$ cat src/rtl/snn_config_sequencer.sv
// snn_config_sequencer: byte-serial config loader and run controller
// for the 24-8-2 delayed SNN (config bank, enable, delay_clk tick).
//
// Ports:
//   clk, rst_n            clock, async active-low reset
//   in_data/in_valid/     command/data byte stream; a byte is taken
//   in_ready              on a rising edge with in_valid && in_ready
//   weights, delays       flat bank views (bytes 0..51, 52..155)
//   threshold, decay,     fields of param byte (addr 156)
//   refractory_period
//   enable                run_req while idle
//   delay_clk             1-cycle tick, period delay_div+1 (addr 157)
//   busy, err             non-idle flag, sticky protocol error
module snn_config_sequencer #(
  parameter int WEIGHT_BYTES = 52,
  parameter int DELAY_BYTES  = 104,
  parameter int NUM_REGS     = WEIGHT_BYTES + DELAY_BYTES + 2
) (
  input  logic                      clk,
  input  logic                      rst_n,
  input  logic [7:0]                in_data,
  input  logic                      in_valid,
  output logic                      in_ready,
  output logic [8*WEIGHT_BYTES-1:0] weights,
  output logic [8*DELAY_BYTES-1:0]  delays,
  output logic [1:0]                threshold,
  output logic [1:0]                decay,
  output logic [1:0]                refractory_period,
  output logic                      enable,
  output logic                      delay_clk,
  output logic                      busy,
  output logic                      err
);

  localparam int PARAM_ADDR = WEIGHT_BYTES + DELAY_BYTES;
  localparam int DIV_ADDR   = PARAM_ADDR + 1;

  localparam logic [7:0] CMD_WRITE  = 8'h01;
  localparam logic [7:0] CMD_RUN    = 8'h02;
  localparam logic [7:0] CMD_HALT   = 8'h03;
  localparam logic [7:0] CMD_CLRERR = 8'h04;

  typedef enum logic [2:0] {
    IDLE,
    ADDR,
    LEN,
    DATA,
    COMMIT
  } state_t;

  state_t     state;
  state_t     state_nxt;
  logic [7:0] bank [NUM_REGS];
  logic [7:0] addr_ptr;
  logic [7:0] count;
  logic       run_req;
  logic [7:0] div_cnt;
  logic [7:0] delay_div;
  logic       acc;
  logic       in_range;

  assign acc      = in_valid && in_ready;
  assign in_range = 32'(addr_ptr) < NUM_REGS;

  always_ff @(posedge clk or negedge rst_n) begin
    if (!rst_n) state <= IDLE;
    else        state <= state_nxt;
  end

  always_comb begin
    state_nxt = state;
    in_ready  = 1'b1;
    unique case (state)
      IDLE: begin
        if (acc && in_data == CMD_WRITE)
          state_nxt = ADDR;
      end
      ADDR: begin
        if (acc) state_nxt = LEN;
      end
      LEN: begin
        if (acc) state_nxt = DATA;
      end
      DATA: begin
        if (acc && count == 8'd0)
          state_nxt = COMMIT;
      end
      COMMIT: begin
        in_ready  = 1'b0;
        state_nxt = IDLE;
      end
      default: state_nxt = IDLE;
    endcase
  end

  always_ff @(posedge clk or negedge rst_n) begin
    if (!rst_n) begin
      addr_ptr <= '0;
      count    <= '0;
      run_req  <= 1'b0;
      err      <= 1'b0;
    end else if (acc) begin
      unique case (state)
        IDLE: begin
          unique case (1'b1)
            in_data == CMD_WRITE:  ;
            in_data == CMD_RUN:    run_req <= 1'b1;
            in_data == CMD_HALT:   run_req <= 1'b0;
            in_data == CMD_CLRERR: err <= 1'b0;
            default:               err <= 1'b1;
          endcase
        end
        ADDR: addr_ptr <= in_data;
        LEN:  count    <= in_data;
        DATA: begin
          // 8-bit pointer wraps 255->0 so low addresses
          // are written again after a wrap.
          addr_ptr <= addr_ptr + 8'd1;
          if (!in_range)     err   <= 1'b1;
          if (count != 8'd0) count <= count - 8'd1;
        end
        default: ;
      endcase
    end
  end

  always_ff @(posedge clk or negedge rst_n) begin
    if (!rst_n) begin
      for (int i = 0; i < NUM_REGS; i++)
        bank[i] <= '0;
    end else if (acc && state == DATA && in_range) begin
      bank[addr_ptr] <= in_data;
    end
  end

  for (genvar k = 0; k < WEIGHT_BYTES; k++) begin : g_w
    assign weights[8*k +: 8] = bank[k];
  end

  for (genvar j = 0; j < DELAY_BYTES; j++) begin : g_d
    assign delays[8*j +: 8] = bank[WEIGHT_BYTES + j];
  end

  assign threshold         = bank[PARAM_ADDR][1:0];
  assign decay             = bank[PARAM_ADDR][3:2];
  assign refractory_period = bank[PARAM_ADDR][5:4];
  assign delay_div         = bank[DIV_ADDR];

  assign busy   = state != IDLE;
  assign enable = run_req && (state == IDLE);

  // Counter is held at 0 while disabled so each enable
  // restarts the tick phase.
  always_ff @(posedge clk or negedge rst_n) begin
    if (!rst_n) begin
      div_cnt   <= '0;
      delay_clk <= 1'b0;
    end else if (!enable) begin
      div_cnt   <= '0;
      delay_clk <= 1'b0;
    end else if (div_cnt == delay_div) begin
      div_cnt   <= '0;
      delay_clk <= 1'b1;
    end else begin
      div_cnt   <= div_cnt + 8'd1;
      delay_clk <= 1'b0;
    end
  end

endmodule
$ cat config.mk
export PLATFORM = sky130hd
export DESIGN_NAME = snn_config_sequencer
export DESIGN_NICKNAME = d
export VERILOG_FILES = /design/src/rtl/snn_config_sequencer.sv
export SDC_FILE = /design/constraint.sdc
export NUM_CORES = 1
export LEC_CHECK = 0
export ABC_AREA = 1
export CORE_MARGIN = 2
export CORE_UTILIZATION = 27
export DETAILED_ROUTE_END_ITERATION = 10
export GPL_TIMING_DRIVEN = 0
export PLACE_DENSITY = 0.55
export SETUP_SLACK_MARGIN = 0.15
export SKIP_LAST_GASP = 1
export SYNTH_ARGS = -nofsm -noshare
export SYNTH_HDL_FRONTEND = slang
export SYNTH_SLANG_ARGS = --single-unit
$ cat constraint.sdc
create_clock -name clk -period 4.29 [get_ports clk]
set_input_delay 0.858 -clock clk [delete_from_list [all_inputs] [get_ports clk]]
set_output_delay 0.858 -clock clk [all_outputs]
set_load 0.01 [all_outputs]
### Word level (Yosys, flattened, before mapping)

Cells that the tools add are included.

| storage, ports and cells | value |
|---|---|
| memory bits (writable) | 0 |
| flip-flop bits (word level) | 1294 |
| memories | 0 |
| bits in latches | 0 |
| memory bits (read-only) | 0 |
| input port bits | 11 |

| cells by class | value |
|---|---|
| equality and inequality tests | 16 |
| $lt $le $gt $ge | 3 |
| multiplexer cells | 20 |
| bitwise gates (word level) | 1 |
| div/mod/pow operators | 0 |
| multiply operators | 0 |
| shift operators | 0 |
| reduce and logical (&&, ||, !) cells | 21 |
| add/subtract/negate cells | 3 |

Operator list:

| operator | number |
|---|---|
| bitwise mux 1264 bit | 1 |
| demux 8 bit (select 8 bit) | 1 |
| two-way mux 8 bit | 4 |
| case mux 8 bit (2 select lines) | 2 |
| adder 8 x 1 -> 8 bit, second input constant | 2 |
| == test 8 x 2 -> 1 bit, second input constant | 2 |
| inequality test 2 bit, second input constant | 7 |
| two-way mux 3 bit | 4 |
| case mux 3 bit (4 select lines) | 1 |
| >= comparator 9 bit, second input constant | 1 |
| < comparator 9 x 1 -> 1 bit, second input constant | 1 |
| inverter 8 -> 9 bit | 1 |
| == test 8 x 1 -> 1 bit, second input constant | 1 |
| == test 8 x 3 -> 1 bit, second input constant | 1 |
| == test 8 bit | 1 |
| zero test 8 bit | 1 |
| < comparator 8 bit, second input constant | 1 |
| AND reduction 4 bit | 2 |
| nonzero test 2 bit | 4 |
| nonzero test 8 bit | 1 |
| subtractor 8 x 1 -> 8 bit, second input constant | 1 |
| logical AND 1 bit | 7 |
| == test 3 x 2 -> 1 bit, second input constant | 2 |
| case mux 1 bit (2 select lines) | 3 |
| other kinds (8) | 12 |

### Depth between registers and ports, before layout

| depth | value |
|---|---|
| depth in word-level cells | 6 |
| mapped depth | 12 |
| depth with buffers taken out | 11 |

### Worst setup path before layout

OpenSTA, ideal clock, no wires.

| path | value |
|---|---|
| path kind | register to register |
| start point | reg addr_ptr[0] |
| end point | reg bank (netlist bit delays[464]) |
| arrival time | 1.898 ns |
| setup time | 0.117 ns |
| cell stages (with the launch flop) | 9 |
| slack | 2.275 ns |
| clock period less this slack | 2.015 ns |
| path through | dfrtp_1 inv_1 ha_1 clkbuf_1 nand2_1 nor2_1 nand3_2 nand2_1 nand2_1 |

| between the ends | value |
|---|---|
| cells in the longest elaborated chain, start to end | 6 |
| elaborated cells between the ends (all ways) | 9 |
| those cells by class | order compare (3); mux (3); bitwise (1); reduce/logical (2) |

RTL lines:

| what | line | source |
|---|---|---|
| start, declared | 54 | `logic [7:0] addr_ptr;` |
| start signal, assigned | 113 | `ADDR: addr_ptr <= in_data;` |
| start signal, assigned | 118 | `addr_ptr <= addr_ptr + 8'd1;` |
| inverter 8 -> 9 bit (not written as such) | 132 | `bank[addr_ptr] <= in_data;` |
| >= comparator 9 bit (not written as such) / < comparator 9 x 1 -> 1 bit (equally long branches) | 132 |  |
| logical AND 1 bit (not written as such) | 132 |  |
| two-way mux 8 bit (not written as such) | 132 |  |
| demux 8 bit (select 8 bit) | 132 |  |
| bitwise mux 1264 bit | 132 |  |
| end signal, assigned by index | 132 |  |
| end, declared | 53 | `logic [7:0] bank [NUM_REGS];` |

Several ways; a longest one is shown, not always the timed one.
A chain may end at the register's enable or synchronous reset.

### Worst setup path in the final report

| path | value |
|---|---|
| start point | reg addr_ptr[5] |
| end point | reg bank (netlist bit delays[407]) |

Same word-level chain as after synthesis.

==> flow_summary.yaml <==
setup_path:
  cp_cell_sequence: "buf_2, o21ai_0, nand2_1, inv_2, buf_2, buf_2, clkbuf_1, nand4_1, nand2_1"
  path_class: "flip-flop to flip-flop"
  max_stage_delay_ns: 0.87
  worst_r2r_startpoint: "addr_ptr[5]$_DFFE_PN0P_"
  cpMostUsedCell: "buf_2"
  ff2ff_path_depth: 9
  cp_num_buf_inv: 5
  cp_slowest_cell: "clkbuf_1"
  end_kind: "flip-flop"
  critPathArrivalTime_ns: 4.77
  timing.rr.end: "delays[407]$_DFFE_PN0P_"
  crit_path_end: "delays[407]$_DFFE_PN0P_"
  rrSetupSlack_ns: 0.27
  path_max_fanout: 10
  path_delay_family: "buffers and inverters"
  crit_path_start: "addr_ptr[5]$_DFFE_PN0P_"
  cp-start-kind: "flip-flop"
  worstPathRequired_ns: 5.04
  cp_num_cells: 9
place:
  pre_cts_slack_ns: -0.1033
  portBuffers: 1261
  dp.cells: 11890
  postPlaceCellArea_mm2: 0.08199
  gp_congestion: 0.9156
  hpwl_um: 231400
clock_network:
  cts_tree: "yes"
  hold_buffers: 0
  ctsResizeCount: 0
  cts_htree_levels: 4
  cts.sinks: 1292
  clock_path_buffers: 3
  cts_buffers: 153
  worstSkewPairLatency_ns: 0.84
  root_buffer: "clkbuf_16"
  clk_pin_slew_ns: 0.05
  post_cts_buffers: 0
final_layout:
  ff_latch_area_mm2: 0.03233
  fillCellCount: 24830
  layout.cells.non_filler: 12170
  area_growth_pct: 33.91
  multi_input_area_mm2: 0.02101
  drive_gt1_share_pct: 22.03
  nets: 8879
  finalInstanceArea_mm2: 0.08709
timing:
  fmax_mhz: 248.8
  period_share_pct: 93.70
  rsz0062_at_grt: "false"
  hold_viol: 0
  max_slew_margin_pct: 1.869
  slew_violations: 0
  setup_ws_ns: 0.2705
  min_period_ns: 4.020
  fin_skew_ns: 0.02689
  finalSetupViolCount: 0
  worst-slew-pin-transition_ns: 1.472
synth:
  synthDistinctLibCells: 28
  syn-num-nets: 7450
  yosys_warnings: 0
  async_flop_share_pct: 100.0
  synth_area_mm2: 0.06504
  synth_top_area_share_pct: 49.71
  synth-main-ff-cell: "dfrtp_1"
  synth.largest_area_cell: "dfrtp_1"
  syn_inst: 7433
  syn_avg_cell_area_um2: 8.750
  synth_edf_count: 0
  synth_area_leaders: "dfrtp_1, nand2_1, buf_4"
  synth-seq-cells: 1292
  ys_seq_area_share_pct: 49.71
drt:
  dr.pass1.iters: 6
  wl_um: 310200
  drc_errors: 0
  via_per_inst: 4.872
  ant_nets: 0
  wire_per_inst_um: 25.48
  drtIter0Drc: 5185
  via_count: 59320
worst_hold_path:
  min_path_type: "primary input to asynchronous set/reset pin"
die:
  io_pins: 1270
  die_x_um: 494.8
  start_util_pct: 27.09
  chipHeight_um: 494.8
  rows: 180
  dieArea_mm2: 0.2448
  core_mm2: 0.2401
global_route:
  grt_usage_pct: 24.51
  antenna_found_initial: 14
  grt_pass1_vias: 57940
  grt_pass1_wl_um: 432600
  overflow: 0
  grt_start_max_net_pins: 174
outcome:
  status: "completed"
power_and_ir_drop:
  ir_drop_v: 0.0003715
  p_total_mw: 35.50
  powerDensity_mw_per_mm2: 407.6
  p_leak_nw: 44.38
flow_run:
  drv_cap: 0
-- synth_stat cells (5+ instances only) --
master and count:
nand4_1 1266, inv_2 8, buf_1 33, nand3_2 110
inv_1 37, nand2_2 9, dfrtp_1 1292, nand2_1 2634
nand2_4 7, clkbuf_1 235, buf_2 195, xnor2_1 11
buf_4 1270, o21ai_0 24, nor2_2 102, nand3_1 64
nor2_4 24, nor2_1 86, a21oi_1 5, ha_1 6
-- cell type report --
cell class                 instances  area share (%)
timing repair buffer            1274           14.88
clock buffer                     227           5.110
antenna                           10         0.02873
inverter                          45          0.1939
multi-input combinational       4362           24.13
clock inverter                    45          0.7154
buffer                          1734           13.25
sequential                      1292           37.12
tap                             3185           4.576
-- power breakdown --
part | switching [mW] | internal (mW)
sequential | 0.228 | 12.5
combinational | 7.34 | 1.91
clock | 5.74 | 7.80
-- state kept, by name, indices dropped and copies added (netlist names), 2 cells and up --
signal	cells
delays	832
count	8
refractory_period	2
div_cnt	8
delay_div	8
threshold	2
state	3
addr_ptr	8
decay	2
weights	416
-- stage by stage --
stage / setup TNS (ns) / util (%) / hold slack (ns)
after detailed placement: -13.39 / 34.15 / 0.4591
after CTS: 0 / 36.27 / 0.05400
after global placement: - / 34.01 / 0.4564
after global routing: 0 / 36.27 / 0.1092
final: 0 / 36.28 / 0.06640
after floorplan: 0 / - / 0.4431
-- worst min-delay path by stage --
stage / endpoint / slack [ns] / cells after the start / startpoint
after CTS: delays[723]$_DFFE_PN0P_ / 0.05 / 1 / rst_n
final: delays[723]$_DFFE_PN0P_ / 0.07 / 1 / rst_n
after global placement: weights[54]$_DFFE_PN0P_ / 0.46 / 2 / weights[54]$_DFFE_PN0P_
after global routing: delays[723]$_DFFE_PN0P_ / 0.11 / 1 / rst_n
after floorplan: decay[0]$_DFFE_PN0P_ / 0.44 / 2 / decay[0]$_DFFE_PN0P_
after detailed placement: weights[295]$_DFFE_PN0P_ / 0.46 / 2 / weights[295]$_DFFE_PN0P_
-- cells in the final DEF (no fill, tap or decap), types with 28 or more instances in the layout --
cell / netlist / final
buf_2: 195 / 195
inv_1: 37 / 37
dfrtp_1: 1292 / 1292
nand4_1: 1266 / 1266
clkdlybuf4s50_1: 0 / 1260
nand3_2: 110 / 110
nor2_2: 102 / 102
nand2_1: 2634 / 2633
buf_4: 1270 / 1270
buf_1: 33 / 33
clkbuf_8: 0 / 28
clkbuf_16: 0 / 156
clkbuf_1: 235 / 270
nor2_1: 86 / 86
nand3_1: 64 / 64
-- kinds of logic (layout without fill, tap and decap cells) --
group	count (synthesis)	in the layout	synth area share, %
compound gates	33	33	0.2693
xor+xnor	15	15	0.2020
fa+ha+maj	6	6	0.1154
buf+inv	1779	3325	17.98
flops	1292	1292	49.71
other cells	0	10	0
simple gates	4308	4308	31.72
-- metal layers --
metal | GRT usage, % | wire [um] | vias up
met2 | 38.04 | 139300 | 2761
met3 | 7.468 | 29000 | 545
met1 | 30.60 | 124400 | 29420
met5 | 0.8023 | 275 | -
met4 | 12.53 | 17300 | 2
li1 | - | - | 26590
(Power assumes the default switching activity.)
